File: config.mk
export PLATFORM = sky130hd
export DESIGN_NAME = mi_io_uart
export DESIGN_NICKNAME = d
export VERILOG_FILES = /design/src/rtl/mi_uart_pkg.sv /design/src/rtl/mi_fifo_sync.sv /design/src/rtl/mi_io_uart.sv
export SDC_FILE = /design/constraint.sdc
export NUM_CORES = 1
export LEC_CHECK = 0
export CORE_MARGIN = 5
export CORE_UTILIZATION = 60
export CTS_BUF_LIST = sky130_fd_sc_hd__clkbuf_4 sky130_fd_sc_hd__clkbuf_8
export CTS_CLUSTER_DIAMETER = 120
export CTS_CLUSTER_SIZE = 16
export DETAILED_ROUTE_END_ITERATION = 10
export PLACE_DENSITY = 0.81
export SETUP_SLACK_MARGIN = 0.15
export SLEW_MARGIN = 20
export SYNTH_ARGS = -nofsm -noshare
export SYNTH_HDL_FRONTEND = slang
export SYNTH_SLANG_ARGS = --single-unit
File: constraint.sdc
create_clock -name AClkH -period 12.3 [get_ports AClkH]
set_input_delay 1.845 -clock AClkH [delete_from_list [all_inputs] [get_ports AClkH]]
set_output_delay 1.845 -clock AClkH [all_outputs]
set_load 0.02 [all_outputs]
File: src/rtl/mi_uart_pkg.sv
// Shared constants and state encoding for the mi_io_uart IO-bus UART.
package mi_uart_pkg;

  localparam logic [1:0] RegData  = 2'd0;
  localparam logic [1:0] RegStat  = 2'd1;
  localparam logic [1:0] RegBaud  = 2'd2;
  localparam logic [1:0] RegIrqEn = 2'd3;

  localparam int unsigned StatTxFull     = 0;
  localparam int unsigned StatTxEmpty    = 1;
  localparam int unsigned StatRxEmpty    = 2;
  localparam int unsigned StatRxFull     = 3;
  localparam int unsigned StatRxOverrun  = 4;
  localparam int unsigned StatFrameErr   = 5;
  localparam int unsigned StatTxOverflow = 6;
  localparam int unsigned StatTxBusy     = 7;

  typedef enum logic [1:0] {
    StIdle  = 2'd0,
    StStart = 2'd1,
    StData  = 2'd2,
    StStop  = 2'd3
  } uartState_t;

  // W1C helper: keep a sticky flag unless cleared, a new set event always wins.
  function automatic logic stickyNext(input logic cur, input logic setEv, input logic clrEv);
    return setEv | (cur & ~clrEv);
  endfunction

endpackage

File: src/rtl/mi_fifo_sync.sv
// Synchronous FIFO with clock enable; dout shows the head entry combinationally.
module mi_fifo_sync #(
  parameter int unsigned CWidth = 8,
  parameter int unsigned CDepth = 8
) (
  input  logic              AClkH,
  input  logic              AResetH,
  input  logic              AClkHEn,
  input  logic              push,
  input  logic              pop,
  input  logic [CWidth-1:0] din,
  output logic [CWidth-1:0] dout,
  output logic              full,
  output logic              empty
);

  localparam int unsigned CAw = $clog2(CDepth);

  logic [CWidth-1:0] mem [CDepth];
  logic [CAw:0]      wrPtr;
  logic [CAw:0]      rdPtr;
  logic              doPush;
  logic              doPop;

  // A pop frees the slot a simultaneous push into a full FIFO needs.
  always_comb begin
    doPop  = pop & ~empty;
    doPush = push & (~full | doPop);
  end

  assign full  = (wrPtr[CAw] != rdPtr[CAw]) && (wrPtr[CAw-1:0] == rdPtr[CAw-1:0]);
  assign empty = (wrPtr == rdPtr);
  assign dout  = mem[rdPtr[CAw-1:0]];

  // Storage and pointer update.
  always_ff @(posedge AClkH or posedge AResetH) begin
    if (AResetH) begin
      wrPtr <= '0;
      rdPtr <= '0;
      for (int i = 0; i < int'(CDepth); i++) begin
        mem[i] <= '0;
      end
    end else if (AClkHEn) begin
      if (doPush) begin
        mem[wrPtr[CAw-1:0]] <= din;
        wrPtr <= wrPtr + (CAw+1)'(1);
      end
      if (doPop) begin
        rdPtr <= rdPtr + (CAw+1)'(1);
      end
    end
  end

endmodule

File: src/rtl/mi_io_uart.sv
// IO-bus UART: register window, TX/RX FIFOs, 8N1 serialiser and deserialiser.
// Optional interrupt output and IRQEN register built in when MI_UART_IRQ_EN is defined.
module mi_io_uart
  import mi_uart_pkg::*;
#(
  parameter logic [15:0] CBaseAddr    = 16'h0100,
  parameter int unsigned CFifoDepth   = 8,
  parameter logic [15:0] CBaudDefault = 16'd867
) (
  input  logic        AClkH,
  input  logic        AResetH,
  input  logic        AClkHEn,
  input  logic [15:0] AIoAddr,
  input  logic [31:0] AIoMosi,
  input  logic [2:0]  AIoWrSize,
  input  logic [2:0]  AIoRdSize,
  output logic [31:0] AIoMiso,
  input  logic        ADataI,
  output logic        ADataO
`ifdef MI_UART_IRQ_EN
  ,
  output logic        AIrq
`endif
);

  logic        sel;
  logic [1:0]  offset;
  logic        ioWr;
  logic        ioRd;
  logic [31:0] readData;
  logic [7:0]  stat;
  logic        unusedBits;

  logic [15:0] baud;
  logic        rxOverrun;
  logic        frameErr;
  logic        txOverflow;

  logic        txPush;
  logic        txPop;
  logic [7:0]  txHead;
  logic        txFull;
  logic        txEmpty;
  logic        txOverflowSet;

  logic        rxPush;
  logic        rxPop;
  logic [7:0]  rxHead;
  logic        rxFull;
  logic        rxEmpty;
  logic        rxOverrunSet;
  logic        frameErrSet;

  uartState_t  txState;
  logic [15:0] txCnt;
  logic [15:0] txBaud;
  logic [3:0]  txBitCnt;
  logic [7:0]  txShift;

  uartState_t  rxState;
  logic [15:0] rxCnt;
  logic [15:0] rxBaud;
  logic [3:0]  rxBitCnt;
  logic [7:0]  rxShift;
  logic        rxSync1;
  logic        rxSync2;
  logic        rxLast;

`ifdef MI_UART_IRQ_EN
  logic [2:0]  irqEn;
`endif

  assign unusedBits = ^{AIoMosi[31:16], AIoAddr[1:0]};

  // Bus decode and FIFO/flag event generation; a write suppresses a same-cycle read.
  always_comb begin
    sel           = (AIoAddr[15:4] == CBaseAddr[15:4]);
    offset        = AIoAddr[3:2];
    ioWr          = AClkHEn & sel & (AIoWrSize != 3'b000);
    ioRd          = AClkHEn & sel & (AIoRdSize != 3'b000) & (AIoWrSize == 3'b000);
    txPush        = ioWr & (offset == RegData);
    rxPop         = ioRd & (offset == RegData);
    txPop         = AClkHEn & ~txEmpty &
                    ((txState == StIdle) | ((txState == StStop) & (txCnt == 16'd0)));
    rxPush        = AClkHEn & (rxState == StStop) & (rxCnt == 16'd0) & rxSync2;
    frameErrSet   = AClkHEn & (rxState == StStop) & (rxCnt == 16'd0) & ~rxSync2;
    txOverflowSet = txPush & txFull & ~txPop;
    rxOverrunSet  = rxPush & rxFull & ~rxPop;
  end

  // Status word and read mux.
  always_comb begin
    stat                 = 8'h00;
    stat[StatTxFull]     = txFull;
    stat[StatTxEmpty]    = txEmpty;
    stat[StatRxEmpty]    = rxEmpty;
    stat[StatRxFull]     = rxFull;
    stat[StatRxOverrun]  = rxOverrun;
    stat[StatFrameErr]   = frameErr;
    stat[StatTxOverflow] = txOverflow;
    stat[StatTxBusy]     = (txState != StIdle);
    case (offset)
      RegData:  readData = rxEmpty ? 32'h0 : {24'h0, rxHead};
      RegStat:  readData = {24'h0, stat};
      RegBaud:  readData = {16'h0, baud};
`ifdef MI_UART_IRQ_EN
      RegIrqEn: readData = {29'h0, irqEn};
`else
      RegIrqEn: readData = 32'h0;
`endif
      default:  readData = 32'h0;
    endcase
  end

  mi_fifo_sync #(.CWidth(8), .CDepth(CFifoDepth)) uTxFifo (
    .AClkH   (AClkH),
    .AResetH (AResetH),
    .AClkHEn (AClkHEn),
    .push    (txPush),
    .pop     (txPop),
    .din     (AIoMosi[7:0]),
    .dout    (txHead),
    .full    (txFull),
    .empty   (txEmpty)
  );

  mi_fifo_sync #(.CWidth(8), .CDepth(CFifoDepth)) uRxFifo (
    .AClkH   (AClkH),
    .AResetH (AResetH),
    .AClkHEn (AClkHEn),
    .push    (rxPush),
    .pop     (rxPop),
    .din     (rxShift),
    .dout    (rxHead),
    .full    (rxFull),
    .empty   (rxEmpty)
  );

  // Configuration registers, sticky flags and registered read data.
  always_ff @(posedge AClkH or posedge AResetH) begin
    if (AResetH) begin
      baud       <= CBaudDefault;
      rxOverrun  <= 1'b0;
      frameErr   <= 1'b0;
      txOverflow <= 1'b0;
      AIoMiso    <= 32'h0;
`ifdef MI_UART_IRQ_EN
      irqEn      <= 3'b000;
`endif
    end else if (AClkHEn) begin
      if (ioWr && (offset == RegBaud)) begin
        baud <= AIoMosi[15:0];
      end
`ifdef MI_UART_IRQ_EN
      if (ioWr && (offset == RegIrqEn)) begin
        irqEn <= AIoMosi[2:0];
      end
`endif
      rxOverrun  <= stickyNext(rxOverrun, rxOverrunSet,
                               ioWr & (offset == RegStat) & AIoMosi[StatRxOverrun]);
      frameErr   <= stickyNext(frameErr, frameErrSet,
                               ioWr & (offset == RegStat) & AIoMosi[StatFrameErr]);
      txOverflow <= stickyNext(txOverflow, txOverflowSet,
                               ioWr & (offset == RegStat) & AIoMosi[StatTxOverflow]);
      AIoMiso    <= ioRd ? readData : 32'h0;
    end
  end

  // TX serialiser; BAUD is latched per frame, STOP chains straight into the next START.
  always_ff @(posedge AClkH or posedge AResetH) begin
    if (AResetH) begin
      txState  <= StIdle;
      txCnt    <= 16'd0;
      txBaud   <= CBaudDefault;
      txBitCnt <= 4'd0;
      txShift  <= 8'h00;
      ADataO   <= 1'b1;
    end else if (AClkHEn) begin
      case (txState)
        StIdle: begin
          if (!txEmpty) begin
            txShift  <= txHead;
            txBaud   <= baud;
            txCnt    <= baud;
            txBitCnt <= 4'd0;
            ADataO   <= 1'b0;
            txState  <= StStart;
          end else begin
            ADataO   <= 1'b1;
          end
        end
        StStart: begin
          if (txCnt == 16'd0) begin
            ADataO  <= txShift[0];
            txShift <= {1'b0, txShift[7:1]};
            txCnt   <= txBaud;
            txState <= StData;
          end else begin
            txCnt <= txCnt - 16'd1;
          end
        end
        StData: begin
          if (txCnt == 16'd0) begin
            txCnt <= txBaud;
            if (txBitCnt == 4'd7) begin
              ADataO  <= 1'b1;
              txState <= StStop;
            end else begin
              ADataO   <= txShift[0];
              txShift  <= {1'b0, txShift[7:1]};
              txBitCnt <= txBitCnt + 4'd1;
            end
          end else begin
            txCnt <= txCnt - 16'd1;
          end
        end
        StStop: begin
          if (txCnt == 16'd0) begin
            if (!txEmpty) begin
              txShift  <= txHead;
              txBaud   <= baud;
              txCnt    <= baud;
              txBitCnt <= 4'd0;
              ADataO   <= 1'b0;
              txState  <= StStart;
            end else begin
              ADataO  <= 1'b1;
              txState <= StIdle;
            end
          end else begin
            txCnt <= txCnt - 16'd1;
          end
        end
        default: begin
          ADataO  <= 1'b1;
          txState <= StIdle;
        end
      endcase
    end
  end

  // RX synchroniser and deserialiser; the start bit is re-checked at mid-bit to reject glitches.
  always_ff @(posedge AClkH or posedge AResetH) begin
    if (AResetH) begin
      rxSync1  <= 1'b1;
      rxSync2  <= 1'b1;
      rxLast   <= 1'b1;
      rxState  <= StIdle;
      rxCnt    <= 16'd0;
      rxBaud   <= CBaudDefault;
      rxBitCnt <= 4'd0;
      rxShift  <= 8'h00;
    end else if (AClkHEn) begin
      rxSync1 <= ADataI;
      rxSync2 <= rxSync1;
      rxLast  <= rxSync2;
      case (rxState)
        StIdle: begin
          if (rxLast && !rxSync2) begin
            rxBaud   <= baud;
            rxCnt    <= baud >> 1;
            rxBitCnt <= 4'd0;
            rxState  <= StStart;
          end
        end
        StStart: begin
          if (rxCnt == 16'd0) begin
            rxCnt   <= rxBaud;
            rxState <= rxSync2 ? StIdle : StData;
          end else begin
            rxCnt <= rxCnt - 16'd1;
          end
        end
        StData: begin
          if (rxCnt == 16'd0) begin
            rxShift <= {rxSync2, rxShift[7:1]};
            rxCnt   <= rxBaud;
            if (rxBitCnt == 4'd7) begin
              rxState <= StStop;
            end else begin
              rxBitCnt <= rxBitCnt + 4'd1;
            end
          end else begin
            rxCnt <= rxCnt - 16'd1;
          end
        end
        StStop: begin
          if (rxCnt == 16'd0) begin
            rxState <= StIdle;
          end else begin
            rxCnt <= rxCnt - 16'd1;
          end
        end
        default: rxState <= StIdle;
      endcase
    end
  end

`ifdef MI_UART_IRQ_EN
  // Interrupt: OR of enabled conditions, one cycle behind the state it reflects.
  always_ff @(posedge AClkH or posedge AResetH) begin
    if (AResetH) begin
      AIrq <= 1'b0;
    end else if (AClkHEn) begin
      AIrq <= |(irqEn & {rxOverrun | frameErr | txOverflow, txEmpty, ~rxEmpty});
    end
  end
`endif

endmodule

==> metrics.md <==
| Metric | Value |
|---|---|
| Status | finished clean |
| Clk sinks | between 200 and 300 |
| I/O Buffers | 56 |
| Tightest Hold Check Type | register to register |
| Slowest-stage cell, CP | and4b_1 |
| Crit path kind | input port to register |
| Crit-path max cell delay | 0.65 ns |
| Crit-path max FO | 20 |
| Share of layout cells above drive strength 1 | between 20% and 30% |
| Ports | 91 |
| Die height | 162 um |
| Sequential fraction of the synthesis area | between 40% and 50% |
| Worst skew pair latency | approximately 0.55 ns |
| Number of flops mapped to enable cells by yosys | 0 |
| Area delta synth->final | 7.70% |
| CTS Hold Bufs | 0 |
| Fin nets | ~1200 |
| Predominant post-synthesis flop cell | dfrtp_1 |
| Total grt overflow | 0 |
| Flops & latches, synth | approximately 280 |
| Cts repair resizes | 0 |
| Synth area leaders | dfrtp_1 (46%), mux2_2 (12%), mux4_2 (5.2%) |
| Routability cong. | roughly 0.84 |
| Pwr Density | ~160 mW/mm^2 |
| Final worst-path cycle share | 39.0% |
| Clock Path Buffers | 3 |
| CTS Buf Count | 21 |
| Largest net degree at the start of global routing | 139 |
| Hold violation total from the final report | 0 |
| Drt total wl | 30500 um |
| Crit. End Element | register |
| Die ar. | around 0.026 mm^2 |
| Mapped Area | around 0.014 mm^2 |
| Worst slew margin relative to its limit | between 30% and 40% |
| Fmax | 209 MHz |
| Post-synthesis cell count | 1134 |
| Root buffer cell | clkbuf_8 |
| Clock tree from TritonCTS | yes |
| CP top delay family | simple AND/OR/NAND/NOR gates |
| CP Launch Type | input port |
| Worst Path Buf+Inv | 2 |
| Peak supply drop | 0.0964 mV |
| Arrival @ worst endpoint | 5.23 ns |
| Routed via count | between 9000 and 10000 |
| Htree depth | 1 |
| Worst-path clk slew | 0.10 ns |
| Syn. warnings | 0 |
| Distinct cell type count after synthesis | 86 |
| Synth area leader | dfrtp_1 |
| Clock skew | slightly below 0.03 ns |
| Post-route ant nets | 0 |
| Worst Max-Slew Pin Slew | a little over 1 ns |
| Async set-or-reset flop fraction in the synthesized netlist | 100% |
| Max Slew Vio Count | 0 |
| 1st-pass router iterations | 5 |
| Die width | roughly 160 um |
| Vias in the first global route | ~9700 |
| Minimum clock period | between 4 and 5 ns |
| HPWL Detailed | around 20000 um |
| Core Box Area | around 0.023 mm^2 |
| Leak | about 7.1 nW |
| Routed length per instance | roughly 21 um |
| Wire length of the first global-routing pass | 51500 um |
| Site row count | 55 |
| Hold_ws | 0.488 ns |
| Synthesized area per cell | around 12 um^2 |
| Share of the synthesized area in the top cell type | ~46% |
| Setup TNS | 0 ns |
| Diode count | 0 |
| RSZ-0062 raised after global routing | no |
| GRT Overall Usage | between 20% and 30% |
| Post-CTS Setup Bufs | 0 |
| DRC viols | 0 |
| Initial Util | between 60% and 70% |
| DR vias/cell | about 6.3 |
| Crit path cell chain | clkdlybuf4s50_1 -> buf_4 -> nor4b_1 -> nand4_1 -> o31ai_1 -> and3_1 -> and4b_1 -> mux2_2 |
| Antenna violations before repair | 0 |
| # Max-Cap Violations | 0 |
| Detailed Route Iter0 Violations | a little over 800 |
| Final setup violation count | 0 |
| Required @ worst endpoint | 12.74 ns |
worst reg2reg max path, cell delays in order (launching register included):
cell and delay [ns]:
dfrtp_1 0.45, inv_1 0.08, ha_1 0.19, or3b_1 0.48, nor4_4 0.58, a31o_1 0.25, a21o_1 0.59, nand4_2 0.53
mux2_2 0.43
path summary, 6_finish.rpt:
path	cells after the start	slack, ns	from	end
worst max-delay path	8	7.50	AClkHEn	uRxFifo.mem[14]
worst min-delay path	2	0.49	rxBaud[8]	rxBaud[8]
worst max register to register	8	8.61	txCnt[0]	uTxFifo.mem[5]
worst min register to register	2	0.49	rxBaud[8]	rxBaud[8]
max in group asynchronous	3	8.93	AResetH	uTxFifo.mem[13]
min in group asynchronous	2	1.86	AResetH	uRxFifo.mem[8]
routing by layer:
metal	vias up	global-route usage, %	share of wire, %
li1	4188	-	-
met1	4619	33.4	43
met2	246	40.3	49
met3	57	3.27	4.9
met4	0	6.15	2.3
met5	-	0	0
power breakdown:
group	internal (mW)	switching [mW]	total, mW
combinational	0.310	0.461	0.770
clock	0.209	0.295	0.504
sequential	1.01	0.106	1.11
cells in the mapped netlist (all sizes together), types with 4 or more instances:
| library cell | number |
|---|---|
| or4 | 4 |
| mux2i | 23 |
| nor3 | 20 |
| o21ai | 74 |
| inv | 33 |
| o31ai | 10 |
| a22oi | 11 |
| buf | 44 |
| nor2b | 9 |
| nor4 | 8 |
| o211ai | 6 |
| a211o | 4 |
| nor4b | 5 |
| dfstp | 22 |
| and2 | 4 |
| a22o | 22 |
| nand4 | 14 |
| clkbuf | 41 |
| a21o | 6 |
| nor2 | 33 |
| a21oi | 26 |
| or3 | 5 |
| nand2 | 80 |
| o22ai | 8 |
| ha | 17 |
| xnor2 | 25 |
| mux4 | 32 |
| nand4b | 7 |
| nand3 | 21 |
| a221o | 9 |
| a32o | 7 |
| xor2 | 14 |
| dfrtp | 253 |
| mux2 | 177 |
| nand2b | 4 |
| and3 | 6 |
kinds of logic (layout without fill, tap and decap cells):
group | Yosys count | after routing | synth area share [%]
adder cells (fa/ha/maj) | 17 | 17 | 1.53
AND/OR/NAND/NOR | 233 | 233 | 10.1
flip-flops | 275 | 275 | 49.8
other | 1 | 16 | 0.0270
XOR/XNOR | 39 | 39 | 2.46
AO/OA/AOI/OAI | 218 | 218 | 10.8
multiplexers | 232 | 232 | 21.2
buffers and inverters | 119 | 139 | 4.01
stage by stage:
stage / std cells / setup WS [ns] / utilization, % / total power [mW] / area [um^2]
floorplan: 1149 / 2.91 / - / 1.71 / 13900
global placement: 1416 / 7.04 / 63.9 / 1.86 / 14500
detailed placement: 1416 / 6.96 / 63.9 / 1.89 / 14500
CTS: 1454 / 7.55 / 65.8 / 2.39 / 14900
global route: 1454 / 7.35 / 65.8 / 2.53 / 14900
finish: 1454 / 7.50 / 65.8 / 2.39 / 14900
flip-flops by register name, indices dropped and copies added, names as in the netlist, 8 cells and up, named ones only:
name / flops
txBaud: 16
rxCnt: 16
rxBaud: 16
rxShift: 8
uRxFifo.mem: 64
txShift: 8
baud: 16
uTxFifo.mem: 64
AIoMiso: 16
txCnt: 16
cell type report:
class,count,area [um^2]
sequential,275,6910
tap,285,357
clock inverter,2,23.8
fill,1679,7780
clock buffer,36,402
multi-input combinational,755,6460
inverter,34,135
timing repair buffer,67,643
placed cells by master (no fill, tap or decap), types with 5 or more instances in the layout:
master           instances
xor2_1                  14
mux2_1                  26
ha_1                    17
clkbuf_4                15
nor2_1                  32
nand3_1                 20
inv_1                   32
o22ai_1                  8
nor4b_1                  5
o31ai_1                  9
dfstp_2                 22
nor2b_1                  9
a221o_1                  9
mux2_2                 151
mux4_2                  32
nand4_1                  9
buf_4                   11
nor4_1                   5
a22o_1                  22
clkdlybuf4s50_1         56
conb_1                  16
nand2_1                 80
a22oi_1                 11
mux2i_1                 23
a21o_1                   6
a21oi_1                 26
nand4b_4                 6
nor3_1                  18
o21ai_0                 73
o211ai_1                 6
and3_1                   6
a32o_1                   7
dfrtp_1                253
xnor2_1                 25
clkbuf_8                21
Power figures use the tool's default switching activity.
